## src/rtl/rx_sequencer.sv

```systemverilog
// Receive-chain sequencer: walks a packet through short-preamble search,
// long-preamble search and decode, then flushes all stages for a fixed
// number of clocks before re-arming on a fresh power-detect rising edge.
module rx_sequencer #(
  parameter int SR_SHORT_TO  = 10,
  parameter int SR_LONG_TO   = 11,
  parameter int FLUSH_CYCLES = 4
) (
  input  logic        clock,
  input  logic        reset,
  input  logic        enable,
  input  logic        set_stb,
  input  logic [7:0]  set_addr,
  input  logic [31:0] set_data,
  input  logic        sample_in_strobe,
  input  logic        power_trigger,
  input  logic        short_detected,
  input  logic        long_detected,
  input  logic        pkt_done,
  input  logic        pkt_fail,
  output logic        sync_short_enable,
  output logic        sync_long_enable,
  output logic        decode_enable,
  output logic        stage_reset,
  output logic [2:0]  state,
  output logic [15:0] pkt_count,
  output logic [15:0] abort_count
);

  typedef enum logic [2:0] {
    S_IDLE   = 3'd0,
    S_SHORT  = 3'd1,
    S_LONG   = 3'd2,
    S_DECODE = 3'd3,
    S_FLUSH  = 3'd4
  } state_t;

  localparam int FLUSH_W = (FLUSH_CYCLES > 1) ? $clog2(FLUSH_CYCLES) : 1;
  localparam logic [FLUSH_W-1:0] FLUSH_LAST = FLUSH_W'(FLUSH_CYCLES - 1);

  state_t              state_reg;
  logic                trig_d_reg;
  logic [15:0]         wait_cnt_reg;
  logic [15:0]         short_to_reg;
  logic [15:0]         long_to_reg;
  logic [FLUSH_W-1:0]  flush_cnt_reg;

  logic        tick;
  logic        trig_rise;
  logic [15:0] abort_count_sat;
  logic [15:0] pkt_count_sat;
  logic        unused_set_data;

  // Only the low half of the settings word carries a timeout value.
  assign unused_set_data = ^set_data[31:16];

  // A sample tick only counts while the block is enabled.
  assign tick      = enable & sample_in_strobe;
  assign trig_rise = power_trigger & ~trig_d_reg;

  // Statistics counters stick at all-ones instead of wrapping.
  assign abort_count_sat = (abort_count == 16'hFFFF) ? abort_count : abort_count + 16'd1;
  assign pkt_count_sat   = (pkt_count == 16'hFFFF) ? pkt_count : pkt_count + 16'd1;

  assign state = state_reg;

  // Settings bus: timeout registers take the new value one clock after the strobe.
  always_ff @(posedge clock) begin
    if (reset) begin
      short_to_reg <= 16'd320;
      long_to_reg  <= 16'd640;
    end else if (set_stb) begin
      if (set_addr == 8'(SR_SHORT_TO)) short_to_reg <= set_data[15:0];
      if (set_addr == 8'(SR_LONG_TO))  long_to_reg  <= set_data[15:0];
    end
  end

  // Packet sequencing FSM; every output is driven straight from this register block.
  always_ff @(posedge clock) begin
    if (reset) begin
      state_reg         <= S_IDLE;
      trig_d_reg        <= 1'b0;
      wait_cnt_reg      <= 16'd0;
      flush_cnt_reg     <= '0;
      sync_short_enable <= 1'b0;
      sync_long_enable  <= 1'b0;
      decode_enable     <= 1'b0;
      stage_reset       <= 1'b0;
      pkt_count         <= 16'd0;
      abort_count       <= 16'd0;
    end else begin
      if (tick) trig_d_reg <= power_trigger;

      case (state_reg)
        S_IDLE: begin
          if (tick && trig_rise) begin
            state_reg         <= S_SHORT;
            wait_cnt_reg      <= 16'd0;
            sync_short_enable <= 1'b1;
          end
        end

        S_SHORT: begin
          if (!enable) begin
            state_reg         <= S_FLUSH;
            sync_short_enable <= 1'b0;
            sync_long_enable  <= 1'b0;
            decode_enable     <= 1'b0;
            stage_reset       <= 1'b1;
            flush_cnt_reg     <= '0;
          end else if (tick) begin
            if (short_detected) begin
              state_reg         <= S_LONG;
              sync_short_enable <= 1'b0;
              sync_long_enable  <= 1'b1;
              wait_cnt_reg      <= 16'd0;
            end else if (!power_trigger || (wait_cnt_reg >= short_to_reg)) begin
              // Losing power is a quiet drop; only a timeout is an abort.
              if (power_trigger) abort_count <= abort_count_sat;
              state_reg         <= S_FLUSH;
              sync_short_enable <= 1'b0;
              sync_long_enable  <= 1'b0;
              decode_enable     <= 1'b0;
              stage_reset       <= 1'b1;
              flush_cnt_reg     <= '0;
            end else begin
              wait_cnt_reg <= wait_cnt_reg + 16'd1;
            end
          end
        end

        S_LONG: begin
          if (!enable) begin
            state_reg         <= S_FLUSH;
            sync_short_enable <= 1'b0;
            sync_long_enable  <= 1'b0;
            decode_enable     <= 1'b0;
            stage_reset       <= 1'b1;
            flush_cnt_reg     <= '0;
          end else if (tick) begin
            if (long_detected) begin
              state_reg        <= S_DECODE;
              sync_long_enable <= 1'b0;
              decode_enable    <= 1'b1;
            end else if (wait_cnt_reg >= long_to_reg) begin
              abort_count       <= abort_count_sat;
              state_reg         <= S_FLUSH;
              sync_short_enable <= 1'b0;
              sync_long_enable  <= 1'b0;
              decode_enable     <= 1'b0;
              stage_reset       <= 1'b1;
              flush_cnt_reg     <= '0;
            end else begin
              wait_cnt_reg <= wait_cnt_reg + 16'd1;
            end
          end
        end

        S_DECODE: begin
          if (!enable || (tick && (pkt_fail || pkt_done))) begin
            // A failure outranks a simultaneous success.
            if (enable && pkt_fail)      abort_count <= abort_count_sat;
            else if (enable && pkt_done) pkt_count   <= pkt_count_sat;
            state_reg         <= S_FLUSH;
            sync_short_enable <= 1'b0;
            sync_long_enable  <= 1'b0;
            decode_enable     <= 1'b0;
            stage_reset       <= 1'b1;
            flush_cnt_reg     <= '0;
          end
        end

        S_FLUSH: begin
          // Counted in clocks, not sample ticks, and deaf to enable.
          if (flush_cnt_reg == FLUSH_LAST) begin
            state_reg   <= S_IDLE;
            stage_reset <= 1'b0;
          end else begin
            flush_cnt_reg <= flush_cnt_reg + 1'b1;
          end
        end

        default: begin
          state_reg         <= S_IDLE;
          sync_short_enable <= 1'b0;
          sync_long_enable  <= 1'b0;
          decode_enable     <= 1'b0;
          stage_reset       <= 1'b0;
        end
      endcase
    end
  end

endmodule

```

## config.mk

```make
export PLATFORM = sky130hd
export DESIGN_NAME = rx_sequencer
export DESIGN_NICKNAME = d
export VERILOG_FILES = /design/src/rtl/rx_sequencer.sv
export SDC_FILE = /design/constraint.sdc
export NUM_CORES = 1
export LEC_CHECK = 0
export ABC_AREA = 1
export CORE_MARGIN = 2
export CORE_UTILIZATION = 40
export CTS_CLUSTER_SIZE = 14
export DETAILED_ROUTE_END_ITERATION = 6
export SETUP_SLACK_MARGIN = 0.3
export SYNTH_ARGS = -nofsm -noshare
export SYNTH_HDL_FRONTEND = slang
export SYNTH_SLANG_ARGS = --single-unit
```

## constraint.sdc

```tcl
create_clock -name clock -period 3.65 [get_ports clock]
set_input_delay 0.5475 -clock clock [delete_from_list [all_inputs] [get_ports clock]]
set_output_delay 0.5475 -clock clock [all_outputs]
set_load 0.02 [all_outputs]
```

==> results of run 1 <==
## cell type report
cell class,instances,area (um2)
Timing Repair Buffer,77,758.2
Tap cell,180,225.2
Multi-Input combinational cell,593,3231
Fill cell,1469,7043
Inverter,109,409.1
Clock inverter,5,52.55
Sequential cell,90,1802
Clock buffer,11,252.7
## worst max-delay path by stage
stage | cells after the start | slack (ns) | start | endpoint
final | 9 | 1.11 | wait_cnt_reg[11] | flush_cnt_reg[0]
after global routing | 9 | 0.80 | wait_cnt_reg[11] | wait_cnt_reg[14]
after detailed placement | 10 | 0.75 | enable | abort_count[3]
after floorplan | 6 | 1.80 | set_addr[5] | long_to_reg[10]
after CTS | 10 | 1.13 | enable | abort_count[3]
after global placement | 10 | 0.77 | enable | abort_count[3]
## worst min-delay path, cell delays in order (launching register included)
cell and delay (ns):
dfxtp_1 0.31, inv_1 0.04, a21oi_1 0.05
## layer usage
layer / global-route usage (%) / vias to the layer above
met4: 6.537 / 0
met1: 28.19 / 2402
met3: 2.809 / 12
met5: 0 / -
li1: - / 2841
met2: 29.99 / 111
## placed cells by master, fill, tap and decap left out, types with 4 or more instances in the layout
master and count:
clkbuf_16 9, nand3_2 4, a21oi_1 86, nor4_1 5, clkdlybuf4s50_1 72, nand3_1 49
nor2_1 81, xnor2_1 7, inv_1 102, buf_4 5, nor3_1 18, o21ai_0 53
o211ai_1 4, xor2_1 19, ha_1 36, inv_2 6, nand4_1 38, dfxtp_1 90
nand2_1 167
## logic make-up after synthesis
kind of cell	after synthesis	share of synthesized area, %
compound gates	152	14.17
simple gates	379	31.50
fa+ha+maj	36	8.061
xor+xnor	26	4.075
buf+inv	134	9.942
flops	90	32.24
## cells in the mapped netlist, drive strengths merged (9+ instances only)
master  number
ha          36
nand3       56
xor2        19
nand2      168
inv        108
a21oi       87
dfxtp       90
o21ai       53
nand4       39
clkbuf       9
nor3        21
buf         16
nor2        83
## stage by stage
step	instances	hold WS [ns]	utilization [%]	setup WS [ns]	cell area (um2)
2_1_floorplan	817	0.4331	-	1.801	5588
3_3_place_gp	1049	0.4336	46.65	0.7677	6425
3_5_place_dp	1049	0.4349	46.65	0.7511	6425
4_1_cts	1065	0.4451	48.86	1.125	6730
5_1_grt	1065	0.4712	48.86	0.7991	6730
6_report	1065	0.4385	48.86	1.111	6730
## where the power goes
part           total [uW]  switching [uW]  internal (uW)
Sequential           1080            47.6           1030
Clock                 968             404            565
Combinational         861             571            290
Total                2910            1020           1890
==> run_results.csv, run 1 <==
group,metric,value,unit
setup_path,crit_path_cell_trace,"ha_1 > a21oi_1 > nand2_1 > a21oi_1 > nand4_2 > o21ai_0 > nor2_1 > nor2_1 > nor2_1",
final_layout,drive_gt1_share,5.085,%
floorplan,row_count,43,
detailed_routing,dr.first_iter.drc_count,282,
synth,synth_top_area_share,32.24,%
global_routing,grt_pass1_wl,23.38,mm
sta,min_period,2.539,ns
setup_path,critPathSlowestCell,"dfxtp_1",
clock_network,ctsHtreeMaxLevel,3,
sta,setup_tns,0,ns
pwr,power.density,432.1,nW/um2
clock_network,cts_setup_buffers,0,
final_layout,diodes,0,
global_routing,overflow,0,
clock_network,holdBufCountCts,0,
setup_path,worstPathRequired,3.90,ns
global_routing,first_global_vias,4850,
pwr,ir_worst_vdd,0.2717,mV
setup_path,arrival,2.79,ns
clock_network,clock_sinks,90,
placed_design,dp_hpwl,9.983,mm
final_layout,area_delta_synth_final,20.44,%
synth,synth_area,5588,um2
detailed_routing,met2_length,5.978,mm
sta,hold_viol,0,
setup_path,crit_buf_inv,0,
floorplan,dieArea,14930,um2
sta,drv_slew,0,
setup_path,start_kind,"register",
floorplan,io_pins,89,
synth,ys.flop_type,"dfxtp_1",
worst_hold_path,whs_path_depth,2,
synth,netlist_top_cells_area,"dfxtp_1, nand2_1, ha_1",
setup_path,r2r.worst_path.cells,9,
sta,max-slew-margin-rel,62.12,%
global_routing,grt_antenna_before_repair,0,
detailed_routing,highest_layer,"met4",
synth,ys_seq_elements,90,
synth,async_reset_ff_share,0,%
sta,worst_slew_pin_slew,0.5682,ns
placed_design,place_congestion,0.8473,
clock_network,ctsRootBufferMaster,"clkbuf_16",
setup_path,critPathMaxFanout,17,
setup_path,rr_endpoint,"flush_cnt_reg[0]",
clock_network,numCtsBuffers,9,
synth,ys_types,38,
setup_path,cp_top_family,"simple AND/OR/NAND/NOR gates",
sta,clock.fmax,0.3939,GHz
detailed_routing,drc,0,
pwr,leakage,0.002601,uW
setup_path,crit_top_cell,"nor2_1",
worst_hold_path,holdPathEnd,"sync_long_enable",
detailed_routing,wl_met3,472,um
setup_path,cp-end-kind,"register",
floorplan,start_util,40.57,%
detailed_routing,antenna_left,0,
synth,postSynthNetCount,903,
clock_network,insertion_delay,0.35,ns
sta,rsz0062_at_grt,"false",
synth,postSynthCellCount,817,
sta,skew,0.006167,ns
clock_network,post_cts_resized,0,
floorplan,die_h,122.2,um
floorplan,coreArea,13770,um2
run,maxCapViolCount,0,
global_routing,grtUsageTotal,19.60,%
detailed_routing,vias_per_cell,5.038,
synth,yosysTopAreaCell,"dfxtp_1",
status,outcome,"completed",
detailed_routing,routedWlPerCell,13.08,um
sta,fin_crit_sh,69.56,%
placed_design,portBuffers,72,
setup_path,critPathKind,"reg -> reg",
floorplan,die_w,122.2,um
sta,finalSetupViolCount,0,
detailed_routing,vias,5366,
global_routing,grt_max_degree,48,
worst_hold_path,min_from,"sync_long_enable",
clock_network,clockBufferDepth,2,
final_layout,nets,966,
setup_path,reg2reg_setup_slack,1.11,ns
detailed_routing,wl,13.93,mm
synth,synth_warnings,0,
setup_path,rr_startpoint,"wait_cnt_reg[11]",
detailed_routing,drt-met1-wl,7.271,mm
setup_path,slowest_delay,0.49,ns
synth,syn_avg_cell_area,6.839,um2
synth,ys_seq_area_share,32.24,%
detailed_routing,firstDrtPassIters,5,
worst_hold_path,hp-class,"reg -> reg",
clock_network,clk_pin_slew,0.07,ns
clock_network,cts_tree,"yes",
synth,synth_edf_count,0,
pwr,power,2908,uW
Note: power is estimated with default switching activity, not from simulation.
==> run 2, diff against run 1 <==
==> constraint.sdc (replaced) <==
create_clock -name clock -period 2.03 [get_ports clock]
set_input_delay 0.3045 -clock clock [delete_from_list [all_inputs] [get_ports clock]]
set_output_delay 0.3045 -clock clock [all_outputs]
set_load 0.02 [all_outputs]
==> run 2 against run 1 <==
Compared with the run above:
- critical path depth increased by 1
- worst setup slack got worse by 1.0 ns
- clock skew rose by 0.0024 ns
- total power increased by 110%
- clock-buffer cell count stayed put
- clock power is 95% higher
- via count grew 12%
- cell count is 6.9% higher
- sequential share of layout area fell by 4.4 points
==> run_results.csv, run 2 (same netlist as run 1, synthesis figures left out) <==
group,metric,value,unit
detailed_routing,routedWlPerCell,15.00,um
final_layout,nFillCells,1238,
floorplan,row_count,43,
final_layout,layout.cells.most_common_list,"nand2_1, inv_1, a21oi_1, nor2_1",
final_layout,drive_gt1_share,29.93,%
sta,hold_viol,0,
pwr,ir_worst_vdd,0.4526,mV
clock_network,clockBufferDepth,2,
setup_path,critPathKind,"reg -> reg",
floorplan,die_h,122.2,um
floorplan,dieArea,14930,um2
pwr,p_int,3914,uW
final_layout,regArea,1881,um2
pwr,p_sw_share,35.94,%
setup_path,arrival,2.17,ns
sta,skew,0.008613,ns
floorplan,die_w,122.2,um
floorplan,start_util,40.57,%
worst_hold_path,hp-class,"reg -> reg",
placed_design,dp_hpwl,10.97,mm
pwr,p_switching,2196,uW
setup_path,critPathMaxFanout,7,
final_layout,fin_area,8396,um2
clock_network,cts_tree,"yes",
placed_design,place_congestion,0.8914,
final_layout,area_delta_synth_final,50.25,%
setup_path,cp-end-kind,"register",
sta,fin_crit_sh,96.51,%
detailed_routing,vias,6000,
sta,drv_slew,0,
clock_network,insertion_delay,0.36,ns
final_layout,multiInputGateArea,4023,um2
global_routing,overflow,0,
floorplan,coreArea,13770,um2
sta,worst_slew_pin_slew,0.5372,ns
global_routing,grt_pass1_wl,26.57,mm
clock_network,clock_sinks,90,
detailed_routing,firstDrtPassIters,5,
placed_design,portBuffers,72,
placed_design,placed_area,6878,um2
detailed_routing,drc,0,
final_layout,layout_commonest_cell,"nand2_1",
sta,min_period,1.959,ns
setup_path,worstPathRequired,2.25,ns
setup_path,start_kind,"register",
sta,max-slew-margin-rel,64.15,%
sta,clock.fmax,0.5104,GHz
sta,rsz0062_at_grt,"true",
pwr,clock_power_share,30.9,%
global_routing,grtUsageTotal,22.36,%
clock_network,clk_pin_slew,0.07,ns
detailed_routing,vias_per_cell,5.268,
floorplan,io_pins,89,
status,outcome,"completed",
global_routing,first_global_vias,5648,
final_layout,nets,1040,
detailed_routing,dr.first_iter.drc_count,409,
clock_network,holdBufCountCts,0,
detailed_routing,antenna_left,0,
sta,whs,0.4495,ns
pwr,p_seq_share,32.1,%
clock_network,numCtsBuffers,9,
detailed_routing,wl,17.08,mm
pwr,leakage,0.003458,uW
run,maxCapViolCount,0,
final_layout,diodes,0,
global_routing,grt_max_degree,39,
pwr,combPwrFrac,37.1,%
global_routing,grt_antenna_before_repair,0,
pwr,power.density,727.8,nW/um2
clock_network,ctsHtreeMaxLevel,3,
clock_network,ctsRootBufferMaster,"clkbuf_16",
sta,finalSetupViolCount,0,
## run 2: changes by cell type in the layout (fill, tap and decap cells not counted), sizes merged
| cell | before | now |
|---|---|---|
| bufinv | 1 | 2 |
| dlygate4sd2 | 0 | 8 |
| nand3 | 56 | 59 |
| inv | 108 | 107 |
| buf | 5 | 75 |
| clkdlybuf4s50 | 72 | 55 |
| dlymetal6s2s | 0 | 8 |
| clkbuf | 11 | 13 |
## run 2: final timing paths
path / from / endpoint / slack, ns / cells after the start
max: short_to_reg[8] / wait_cnt_reg[9] / 0.07 / 10
min: sync_long_enable / sync_long_enable / 0.45 / 2
max reg2reg: short_to_reg[8] / wait_cnt_reg[9] / 0.07 / 10
min reg2reg: sync_long_enable / sync_long_enable / 0.45 / 2
## run 2: layer usage
metal / GRT usage, % / up-vias / wire [um]
li1: - / 3025 / -
met1: 29.06 / 2771 / 7801
met2: 37.15 / 169 / 8144
met3: 2.762 / 35 / 731
met4: 9.914 / 0 / 402
met5: 0 / - / 0
## run 2: layout make-up
class,instances,share of cell area (%)
multi-input cells,596,47.91
flip-flops and latches,90,22.40
clock buffers,11,2.891
inverters,109,5.216
well taps,180,2.683
clock inverters,5,1.028
repair buffers,148,17.87
## run 2: stage by stage
| stage | setup WS (ns) | power [uW] | utilization (%) | std cells | setup TNS, ns |
|---|---|---|---|---|---|
| 6_report | 0.07087 | 6111 | 60.96 | 1139 | 0 |
| 5_1_grt | -0.01588 | 6392 | 60.96 | 1139 | -0.1190 |
| 4_1_cts | 0.1370 | 6029 | 57.50 | 1130 | 0 |
| 3_5_place_dp | -0.3531 | 3809 | 49.94 | 1091 | -7.466 |
| 3_3_place_gp | -0.3992 | 3792 | 49.94 | 1091 | -8.081 |
| 2_1_floorplan | 0.2864 | 3181 | - | 817 | 0 |
## run 2: power groups by stage
stage	logic [uW]	clock network, uW	registers (uW)
after global routing	2440	1970	1970
after CTS	2150	1920	1960
after floorplan	1140	0	2040
after detailed placement	1820	0	1990
after global placement	1810	0	1990
final	2260	1890	1960
## run 2: worst max-delay path, stage by stage, from the launching register on
cell and delay (ns):
dfxtp_1 0.31, inv_1 0.06, ha_1 0.30, nand2_1 0.10, nor4_4 0.28, nand2_4 0.12, nand2_2 0.10, nand3_4 0.18
buf_8 0.21, nand4_1 0.09, a21oi_1 0.07
## run 2: what timing repair did
item                       CTS  global route
gates resized for setup    127           117
setup endpoints to repair   65            91
setup buffers               17             7
gates cloned                 6             2
pin swaps                   44            37
